**config.mk**
```make
export PLATFORM = sky130hd
export DESIGN_NAME = ram_arbiter_flat
export DESIGN_NICKNAME = d
export VERILOG_FILES = /design/src/rtl/ram_arbiter_if.sv /design/src/rtl/ram_arbiter.sv /design/src/flat_wrapper.sv
export SDC_FILE = /design/constraint.sdc
export NUM_CORES = 1
export LEC_CHECK = 0
export CELL_PAD_IN_SITES_DETAIL_PLACEMENT = 1
export CELL_PAD_IN_SITES_GLOBAL_PLACEMENT = 2
export CORE_UTILIZATION = 22
export CTS_CLUSTER_SIZE = 20
export DETAILED_ROUTE_END_ITERATION = 10
export PLACE_DENSITY_LB_ADDON = 0.12
export SYNTH_ARGS = -nofsm -noshare
export SYNTH_HDL_FRONTEND = slang
export SYNTH_SLANG_ARGS = --single-unit
```
**constraint.sdc**
```tcl
create_clock -name clk -period 1.7 [get_ports clk]
set_clock_uncertainty 0.1 [all_clocks]
set_input_delay 0.255 -clock clk [delete_from_list [all_inputs] [get_ports clk]]
set_output_delay 0.255 -clock clk [all_outputs]
set_load 0.02 [all_outputs]
```
**src/rtl/ram_arbiter_if.sv**
```systemverilog
// Requester/arbiter/RAM signal bundle for ram_arbiter.
// slave  : arbiter view (commands in, grants/read data/RAM strobes out)
// master : requester view (commands out, grants/read data in)
// ram    : memory array view (strobes in, read data out)
interface ram_arbiter_if #(
   parameter int unsigned ADDR_W = 4,
   parameter int unsigned DATA_W = 8
);
   logic              req_a;
   logic              req_b;
   logic              write_a;
   logic              write_b;
   logic [ADDR_W-1:0] addr_a;
   logic [ADDR_W-1:0] addr_b;
   logic [DATA_W-1:0] wdata_a;
   logic [DATA_W-1:0] wdata_b;
   logic              gnt_a;
   logic              gnt_b;
   logic              rvalid_a;
   logic              rvalid_b;
   logic [DATA_W-1:0] rdata_a;
   logic [DATA_W-1:0] rdata_b;
   logic              mem_write_en;
   logic              mem_read_en;
   logic [ADDR_W-1:0] mem_addr;
   logic [DATA_W-1:0] mem_write_data;
   logic [DATA_W-1:0] mem_read_data;
   logic              busy;

   modport slave (
      input  req_a, req_b, write_a, write_b, addr_a, addr_b, wdata_a, wdata_b,
      input  mem_read_data,
      output gnt_a, gnt_b, rvalid_a, rvalid_b, rdata_a, rdata_b,
      output mem_write_en, mem_read_en, mem_addr, mem_write_data, busy
   );

   modport master (
      output req_a, req_b, write_a, write_b, addr_a, addr_b, wdata_a, wdata_b,
      input  gnt_a, gnt_b, rvalid_a, rvalid_b, rdata_a, rdata_b, busy
   );

   modport ram (
      input  mem_write_en, mem_read_en, mem_addr, mem_write_data,
      output mem_read_data
   );
endinterface

```
**src/rtl/ram_arbiter.sv**
```systemverilog
// Two-requester arbiter and access sequencer for a single-port RAM with
// registered reads. One access in flight at a time; all outputs registered.
// Optional macro ROUND_ROBIN_EN: ties go to the port not granted most
// recently. Without it, port A always wins ties (fixed priority).
module ram_arbiter #(
   parameter int unsigned ADDR_W = 4,
   parameter int unsigned DATA_W = 8
) (
   input logic          clk,
   input logic          rst,
   ram_arbiter_if.slave bus
);

   typedef enum logic [1:0] {
      ST_IDLE   = 2'd0,
      ST_ACCESS = 2'd1,
      ST_RDWAIT = 2'd2
   } state_e;

   state_e            state_q, state_d;
   logic              lat_b_q, lat_b_d;          // latched winner: 1 = port B
   logic              lat_write_q, lat_write_d;  // latched command is a write
   logic              gnt_a_q, gnt_a_d;
   logic              gnt_b_q, gnt_b_d;
   logic              rvalid_a_q, rvalid_a_d;
   logic              rvalid_b_q, rvalid_b_d;
   logic [DATA_W-1:0] rdata_a_q, rdata_a_d;
   logic [DATA_W-1:0] rdata_b_q, rdata_b_d;
   logic              mem_write_en_q, mem_write_en_d;
   logic              mem_read_en_q, mem_read_en_d;
   logic [ADDR_W-1:0] mem_addr_q, mem_addr_d;
   logic [DATA_W-1:0] mem_write_data_q, mem_write_data_d;
   logic              busy_q, busy_d;
   logic              pick_b_c;

`ifdef ROUND_ROBIN_EN
   logic              last_b_q, last_b_d;        // most recent grant went to B

   // Winner select: a tie goes to whichever port was not granted last
   always_comb begin
      pick_b_c = bus.req_b && (!bus.req_a || !last_b_q);
   end
`else
   // Winner select: A has fixed priority on a tie
   always_comb begin
      pick_b_c = bus.req_b && !bus.req_a;
   end
`endif

   // Next-state and next-output computation
   always_comb begin
      state_d          = state_q;
      lat_b_d          = lat_b_q;
      lat_write_d      = lat_write_q;
      gnt_a_d          = 1'b0;
      gnt_b_d          = 1'b0;
      rvalid_a_d       = 1'b0;
      rvalid_b_d       = 1'b0;
      rdata_a_d        = rdata_a_q;
      rdata_b_d        = rdata_b_q;
      mem_write_en_d   = 1'b0;
      mem_read_en_d    = 1'b0;
      mem_addr_d       = mem_addr_q;
      mem_write_data_d = mem_write_data_q;
`ifdef ROUND_ROBIN_EN
      last_b_d         = last_b_q;
`endif

      unique case (state_q)
         ST_IDLE: begin
            if (bus.req_a || bus.req_b) begin
               lat_b_d          = pick_b_c;
               lat_write_d      = pick_b_c ? bus.write_b : bus.write_a;
               mem_addr_d       = pick_b_c ? bus.addr_b  : bus.addr_a;
               mem_write_data_d = pick_b_c ? bus.wdata_b : bus.wdata_a;
               gnt_a_d          = !pick_b_c;
               gnt_b_d          = pick_b_c;
               mem_write_en_d   = lat_write_d;
               mem_read_en_d    = !lat_write_d;
               state_d          = ST_ACCESS;
`ifdef ROUND_ROBIN_EN
               last_b_d         = pick_b_c;
`endif
            end
         end
         ST_ACCESS: begin
            state_d = lat_write_q ? ST_IDLE : ST_RDWAIT;
         end
         ST_RDWAIT: begin
            // RAM read data is valid this cycle; route it to the requester
            state_d = ST_IDLE;
            if (lat_b_q) begin
               rvalid_b_d = 1'b1;
               rdata_b_d  = bus.mem_read_data;
            end else begin
               rvalid_a_d = 1'b1;
               rdata_a_d  = bus.mem_read_data;
            end
         end
         default: begin
            state_d = ST_IDLE;
         end
      endcase

      busy_d = (state_d != ST_IDLE);
   end

   // State and output registers with synchronous reset
   always_ff @(posedge clk) begin
      if (rst) begin
         state_q          <= ST_IDLE;
         lat_b_q          <= 1'b0;
         lat_write_q      <= 1'b0;
         gnt_a_q          <= 1'b0;
         gnt_b_q          <= 1'b0;
         rvalid_a_q       <= 1'b0;
         rvalid_b_q       <= 1'b0;
         rdata_a_q        <= '0;
         rdata_b_q        <= '0;
         mem_write_en_q   <= 1'b0;
         mem_read_en_q    <= 1'b0;
         mem_addr_q       <= '0;
         mem_write_data_q <= '0;
         busy_q           <= 1'b0;
`ifdef ROUND_ROBIN_EN
         last_b_q         <= 1'b1;
`endif
      end else begin
         state_q          <= state_d;
         lat_b_q          <= lat_b_d;
         lat_write_q      <= lat_write_d;
         gnt_a_q          <= gnt_a_d;
         gnt_b_q          <= gnt_b_d;
         rvalid_a_q       <= rvalid_a_d;
         rvalid_b_q       <= rvalid_b_d;
         rdata_a_q        <= rdata_a_d;
         rdata_b_q        <= rdata_b_d;
         mem_write_en_q   <= mem_write_en_d;
         mem_read_en_q    <= mem_read_en_d;
         mem_addr_q       <= mem_addr_d;
         mem_write_data_q <= mem_write_data_d;
         busy_q           <= busy_d;
`ifdef ROUND_ROBIN_EN
         last_b_q         <= last_b_d;
`endif
      end
   end

   assign bus.gnt_a          = gnt_a_q;
   assign bus.gnt_b          = gnt_b_q;
   assign bus.rvalid_a       = rvalid_a_q;
   assign bus.rvalid_b       = rvalid_b_q;
   assign bus.rdata_a        = rdata_a_q;
   assign bus.rdata_b        = rdata_b_q;
   assign bus.mem_write_en   = mem_write_en_q;
   assign bus.mem_read_en    = mem_read_en_q;
   assign bus.mem_addr       = mem_addr_q;
   assign bus.mem_write_data = mem_write_data_q;
   assign bus.busy           = busy_q;

endmodule
```
**src/flat_wrapper.sv**
```systemverilog
// flat-port wrapper written by rule: the top's interface ports become plain ports
module ram_arbiter_flat 
#(
   parameter int unsigned ADDR_W = 4,
   parameter int unsigned DATA_W = 8
)
  (clk, rst, bus_req_a, bus_req_b, bus_write_a, bus_write_b, bus_addr_a, bus_addr_b, bus_wdata_a, bus_wdata_b, bus_mem_read_data, bus_gnt_a, bus_gnt_b, bus_rvalid_a, bus_rvalid_b, bus_rdata_a, bus_rdata_b, bus_mem_write_en, bus_mem_read_en, bus_mem_addr, bus_mem_write_data, bus_busy);
  ram_arbiter_if #(.ADDR_W(ADDR_W), .DATA_W(DATA_W)) bus_i ();
  input logic clk;
  input logic rst;
  input wire logic [$bits(bus_i.req_a)-1:0] bus_req_a;
  input wire logic [$bits(bus_i.req_b)-1:0] bus_req_b;
  input wire logic [$bits(bus_i.write_a)-1:0] bus_write_a;
  input wire logic [$bits(bus_i.write_b)-1:0] bus_write_b;
  input wire logic [$bits(bus_i.addr_a)-1:0] bus_addr_a;
  input wire logic [$bits(bus_i.addr_b)-1:0] bus_addr_b;
  input wire logic [$bits(bus_i.wdata_a)-1:0] bus_wdata_a;
  input wire logic [$bits(bus_i.wdata_b)-1:0] bus_wdata_b;
  input wire logic [$bits(bus_i.mem_read_data)-1:0] bus_mem_read_data;
  output wire logic [$bits(bus_i.gnt_a)-1:0] bus_gnt_a;
  output wire logic [$bits(bus_i.gnt_b)-1:0] bus_gnt_b;
  output wire logic [$bits(bus_i.rvalid_a)-1:0] bus_rvalid_a;
  output wire logic [$bits(bus_i.rvalid_b)-1:0] bus_rvalid_b;
  output wire logic [$bits(bus_i.rdata_a)-1:0] bus_rdata_a;
  output wire logic [$bits(bus_i.rdata_b)-1:0] bus_rdata_b;
  output wire logic [$bits(bus_i.mem_write_en)-1:0] bus_mem_write_en;
  output wire logic [$bits(bus_i.mem_read_en)-1:0] bus_mem_read_en;
  output wire logic [$bits(bus_i.mem_addr)-1:0] bus_mem_addr;
  output wire logic [$bits(bus_i.mem_write_data)-1:0] bus_mem_write_data;
  output wire logic [$bits(bus_i.busy)-1:0] bus_busy;
  assign bus_i.req_a = bus_req_a;
  assign bus_i.req_b = bus_req_b;
  assign bus_i.write_a = bus_write_a;
  assign bus_i.write_b = bus_write_b;
  assign bus_i.addr_a = bus_addr_a;
  assign bus_i.addr_b = bus_addr_b;
  assign bus_i.wdata_a = bus_wdata_a;
  assign bus_i.wdata_b = bus_wdata_b;
  assign bus_i.mem_read_data = bus_mem_read_data;
  assign bus_gnt_a = bus_i.gnt_a;
  assign bus_gnt_b = bus_i.gnt_b;
  assign bus_rvalid_a = bus_i.rvalid_a;
  assign bus_rvalid_b = bus_i.rvalid_b;
  assign bus_rdata_a = bus_i.rdata_a;
  assign bus_rdata_b = bus_i.rdata_b;
  assign bus_mem_write_en = bus_i.mem_write_en;
  assign bus_mem_read_en = bus_i.mem_read_en;
  assign bus_mem_addr = bus_i.mem_addr;
  assign bus_mem_write_data = bus_i.mem_write_data;
  assign bus_busy = bus_i.busy;
  ram_arbiter #(.ADDR_W(ADDR_W), .DATA_W(DATA_W)) u_core (.clk(clk), .rst(rst), .bus(bus_i));
endmodule
```
==> After elaboration in Yosys (flattened, before gate mapping) <==
Cells that the tools add are included.
{ "totals": {"regBits": 39, "output_inout_bits": 35, "elab_cells": 40, "inputBits": 38} }
{ "classes": {"n_reduce_logical": 12, "n_mux": 8, "n_eq_ne": 2, "n_bitwise": 4} }
{ "ops": {"columns": ["op", "n"], "rows": [
  ["8-bit two-way mux", 1],
  ["2-bit AND reduction", 3],
  ["2-bit two-way mux", 2],
  ["4-bit two-way mux", 1],
  ["1-bit inverter", 4],
  ["2-bit case mux with 2 select lines", 1],
  ["1-bit zero test", 3],
  ["1-bit two-way mux", 3],
  ["3-bit OR reduction", 1],
  ["2-bit by 1-bit equality test with 1-bit output (second input constant)", 1],
  ["2-bit equality test (second input constant)", 1],
  ["2-bit zero test", 1],
  ["2-bit nonzero test", 1],
  ["2-bit OR reduction", 1],
  ["1-bit logical AND", 1],
  ["1-bit logical OR", 1]
]} }

==> Longest topological paths before layout <==
{ "depth": {"word_depth": 4, "mapped_depth": 5, "ltp_nobuf": 3} }

==> Worst setup path before layout <==
No wires, ideal clock.
{ "synth_timing": {"path_type": "register to register", "start": "register u_core.state_q[0]", "end": "register u_core.mem_write_data_q[0], in the netlist u_core.bus.mem_write_data[0]", "synth_period_minus_slack_ns": 1.227, "setup_ns": 0.141, "path_slack_ns": 0.473, "t_arrival_ns": 0.986, "n_path_buf": 1, "stages_incl_launch_ff": 5, "required_time_ns": 1.459, "cell_sequence": "dfxtp_1 > o21bai_1 > nor2_1 > buf_2 > a311oi_2"} }
{ "synth_between": {"elab_chain_len": 2} }
{ "synth_rtl": {"columns": ["element", "line_no", "source"], "rows": [
  ["start: declaration", "ram_arbiter.sv:20", "state_e state_q, state_d;"],
  ["start signal: assignment", "ram_arbiter.sv:129", "state_q <= state_d;"],
  ["2-bit zero test", "ram_arbiter.sv:69", "unique case (state_q)"],
  ["2-bit AND reduction (no line)", null, null],
  ["end signal: assignment", "ram_arbiter.sv:141", "mem_write_data_q <= mem_write_data_d;"],
  ["end: declaration", "ram_arbiter.sv:32", "logic [DATA_W-1:0] mem_write_data_q, mem_write_data_d;"]
]} }
Every way passes these cells.
A chain may end at the register's enable or synchronous reset.

==> Worst setup path in the final report <==
{ "layout_timing": {"start": "register u_core.mem_addr_q[3], in the netlist u_core.bus.mem_addr[3]", "end": "output bus_mem_addr[3]"} }
{ "layout_lines": {"columns": ["element", "line_no", "source"], "rows": [
  ["start: declaration", "ram_arbiter.sv:31", "logic [ADDR_W-1:0] mem_addr_q, mem_addr_d;"],
  ["start signal: assignment", "ram_arbiter.sv:140", "mem_addr_q <= mem_addr_d;"],
  ["end: declaration", "flat_wrapper.sv:28", "output wire logic [$bits(bus_i.mem_addr)-1:0] bus_mem_addr;"]
]} }
No word-level cell between the ends.

==> run summary <==
area share of fa/ha/maj cells after synthesis -> 0%
HPWL Detailed -> 3520 µm
core area -> 0.00649 mm²
CP startpoint kind -> register
Filler cells -> 741
Max Freq -> 613 MHz
hold_buf cts -> 0
1st-pass router iterations -> 4
Async SR Flop Fraction -> 0%
Worst-path clk slew -> 0.08 ns
nets -> 277
remaining antenna violation count after routing -> 0
largest family of logic cells by synthesized area -> compound AO/OA/AOI/OAI gates
first-pass GRT wire length -> 7360 µm
CP Class -> reg -> out
Cell Chain, Critical Path -> clkdlybuf4s50_1
share of cells above drive strength 1 -> 13.8%
Worst Hold Margin -> 0.366 ns
Pins Over Slew Limit -> 0
r2r worst-path depth -> 4
hold wc startpoint -> u_core.lat_write_q$_SDFFE_PP0P_
cells after synthesis -> 156
routability cong. -> 0.723
TNS Setup -> 0 ns
Synth Area in Simple Gates -> 15.3%
Worst EP arrival -> 1.28 ns
H-Tree Depth -> 2
Final Worst Setup Slack -> 0.0675 ns
CTS tree -> built
Pwr per Cell Area -> 911 mW/mm²
Crit path largest cell delay -> 0.62 ns
top cell type's share of synthesized area -> 51.4%
Port Buf Inserts -> 72
CTS Buffer Depth -> 2
antenna cells -> 0
Yosys warning count -> 0
Chip Height -> 85.1 µm
static leakage -> 1.01 nW
residual DRC count -> 0
clk sinks -> 39
hold path depth -> 1
xor/xnor share of the synthesized area -> 0%
die width -> 85.1 µm
post-synthesis compound-gate area fraction -> 16.9%
Seq cells post-synth -> 39
critical path startpoint -> u_core.bus.mem_addr[3]$_SDFFE_PP0P_
count leader, synth -> dfxtp_1
Least-Margin Pin Slew -> 0.455 ns
gr ovfl total -> 0
drt total wl -> 4560 µm
Post-synth top flop -> dfxtp_1
post-synthesis cell type count -> 24
CP max-delay cell -> clkdlybuf4s50_1
max_slew headroom -> 69.2%
Clock Latency Late Sink -> 0.29 ns
area delta synth->final -> 65.6%
initial DRC count -> 35
die area -> 0.00724 mm²
Area contributors post-synth -> dfxtp_1, mux2i_1, a311oi_2
sequential cell area -> 781 µm²
Bufs and invs on worst path -> 1
number of I/O pins -> 73
HP Class -> reg -> reg
register area share after synthesis -> 51.4%
Syn Area/Cell -> 9.73 µm²
R2R setup slack -> 0.22 ns
unrepaired setup endpoints after global routing -> no
via/cell ratio -> 4.55
Netlist Area Pre-Place -> 0.00152 mm²
CTS Root Cell -> clkbuf_8
post-synthesis mux area share -> 11.2%
crit end category -> output pin
WL per Instance -> 14.4 µm
maxcap violations -> 0
Worst Hold Path EP -> u_core.state_q[1]$_SDFF_PP0_
final worst-path cycle share -> 96.0%
overall power -> 2.29 mW
initial core utilization -> 23.4%
vias in the first global route -> 1,564
final hold vios -> 0
VDD IR max -> 454 µV
minimum clock period -> 1.63 ns
CTS Buf Count -> 5
largest net degree at the start of global routing -> 19
setup slack at placement -> -0.591 ns
most instantiated cells after synthesis -> dfxtp_1, nand2_1, nor2_1
required time of the critical path -> 1.34 ns
delay-heaviest family, CP -> buffers and inverters
Synth area leader -> dfxtp_1
Via Count -> 1,441
status -> finished, final reports clean
final setup violation count -> 0
area of the multi-input gates -> 671 µm²
initial antenna violation count -> 0
crit-path max FO -> 2
syn_nets -> 194
Post-synth EDFFs -> 0
number of core rows -> 29
r2r endpoint -> u_core.bus.mem_write_data[6]$_SDFFE_PP0P_
worst reg2reg path startpoint -> u_core.state_q[1]$_SDFF_PP0_
gr usage total -> 13.4%
[where the power goes]
| group | switching (mW) | internal, mW | total [mW] |
|---|---|---|---|
| clock | 0.332 | 0.475 | 0.807 |
| sequential | 0.0326 | 0.971 | 1.00 |
| combinational | 0.225 | 0.255 | 0.480 |
[worst reg2reg max path: stages (launching register included)]
cell      delay, ns
dfxtp_1        0.35
buf_4          0.16
inv_1          0.34
a21oi_1        0.12
a311oi_1       0.30
[area by class of cell]
class	count	share of cell area [%]
timing repair buffer	88	33.4
sequential	39	31.1
multi-input combinational	103	26.7
tap	77	3.83
clock buffer	6	3.29
clock inverter	2	1.39
inverter	2	0.299
[how the worst max path moves through the flow]
stage               cells past startpoint  slack (ns)                                   endpoint
finish                                  1        0.07                            bus_mem_addr[3]
floorplan                               4        0.47  u_core.bus.mem_write_data[0]$_SDFFE_PP0P_
global placement                        4       -0.50  u_core.bus.mem_write_data[3]$_SDFFE_PP0P_
detailed placement                      4       -0.59  u_core.bus.mem_write_data[0]$_SDFFE_PP0P_
CTS                                     1        0.06                            bus_mem_addr[3]
global route                            1        0.03                            bus_mem_addr[2]
[cell families after synthesis]
group / after synthesis
multiplexers: 17
AND/OR/NAND/NOR: 55
AO/OA/AOI/OAI: 31
flip-flops: 39
buffers and inverters: 14
[sequential cells by signal (all words and copies together) (netlist names)]
register                   cells
u_core.bus.mem_read_en         1
u_core.state_q                 2
u_core.bus.gnt_a               1
u_core.bus.busy                1
u_core.bus.rdata_b             8
u_core.bus.rvalid_b            1
u_core.bus.gnt_b               1
u_core.bus.mem_write_data      8
u_core.lat_b_q                 1
u_core.bus.mem_addr            4
u_core.bus.rdata_a             8
u_core.bus.mem_write_en        1
u_core.lat_write_q             1
u_core.bus.rvalid_a            1
[metrics by stage]
step / cells / utilization [%] / area [µm²]
6_report: 317 / 38.7 / 2510
5_1_grt: 317 / 38.7 / 2510
4_1_cts: 317 / 38.6 / 2510
3_5_place_dp: 309 / 36.8 / 2390
3_3_place_gp: 309 / 36.8 / 2390
2_1_floorplan: 156 / - / 1520
[repair_timing]
action                                  4_1_cts  5_1_grt
endpoints found under the setup margin       13        1
hold endpoints to repair                      0        0
cloned                                        0        0
gates resized for setup                       1        1
buffers inserted                              0        0
[layer usage]
metal  wire length (µm)  global-route usage, %
met5                  0                      0
met4                 79                   5.70
met3                253                   3.79
met2               2430                   26.0
met1               1800                   13.3
[placed cells by master, fill, tap and decap left out, drive strengths merged, types with 2 or more instances in the layout]
cell / count
inv: 2
dfxtp: 39
nand2: 25
mux2i: 17
nor2b: 2
a21oi: 14
a311oi: 12
clkdlybuf4s50: 72
nor2: 22
buf: 16
clkbuf: 6
Note: power is estimated with default switching activity, not from simulation.
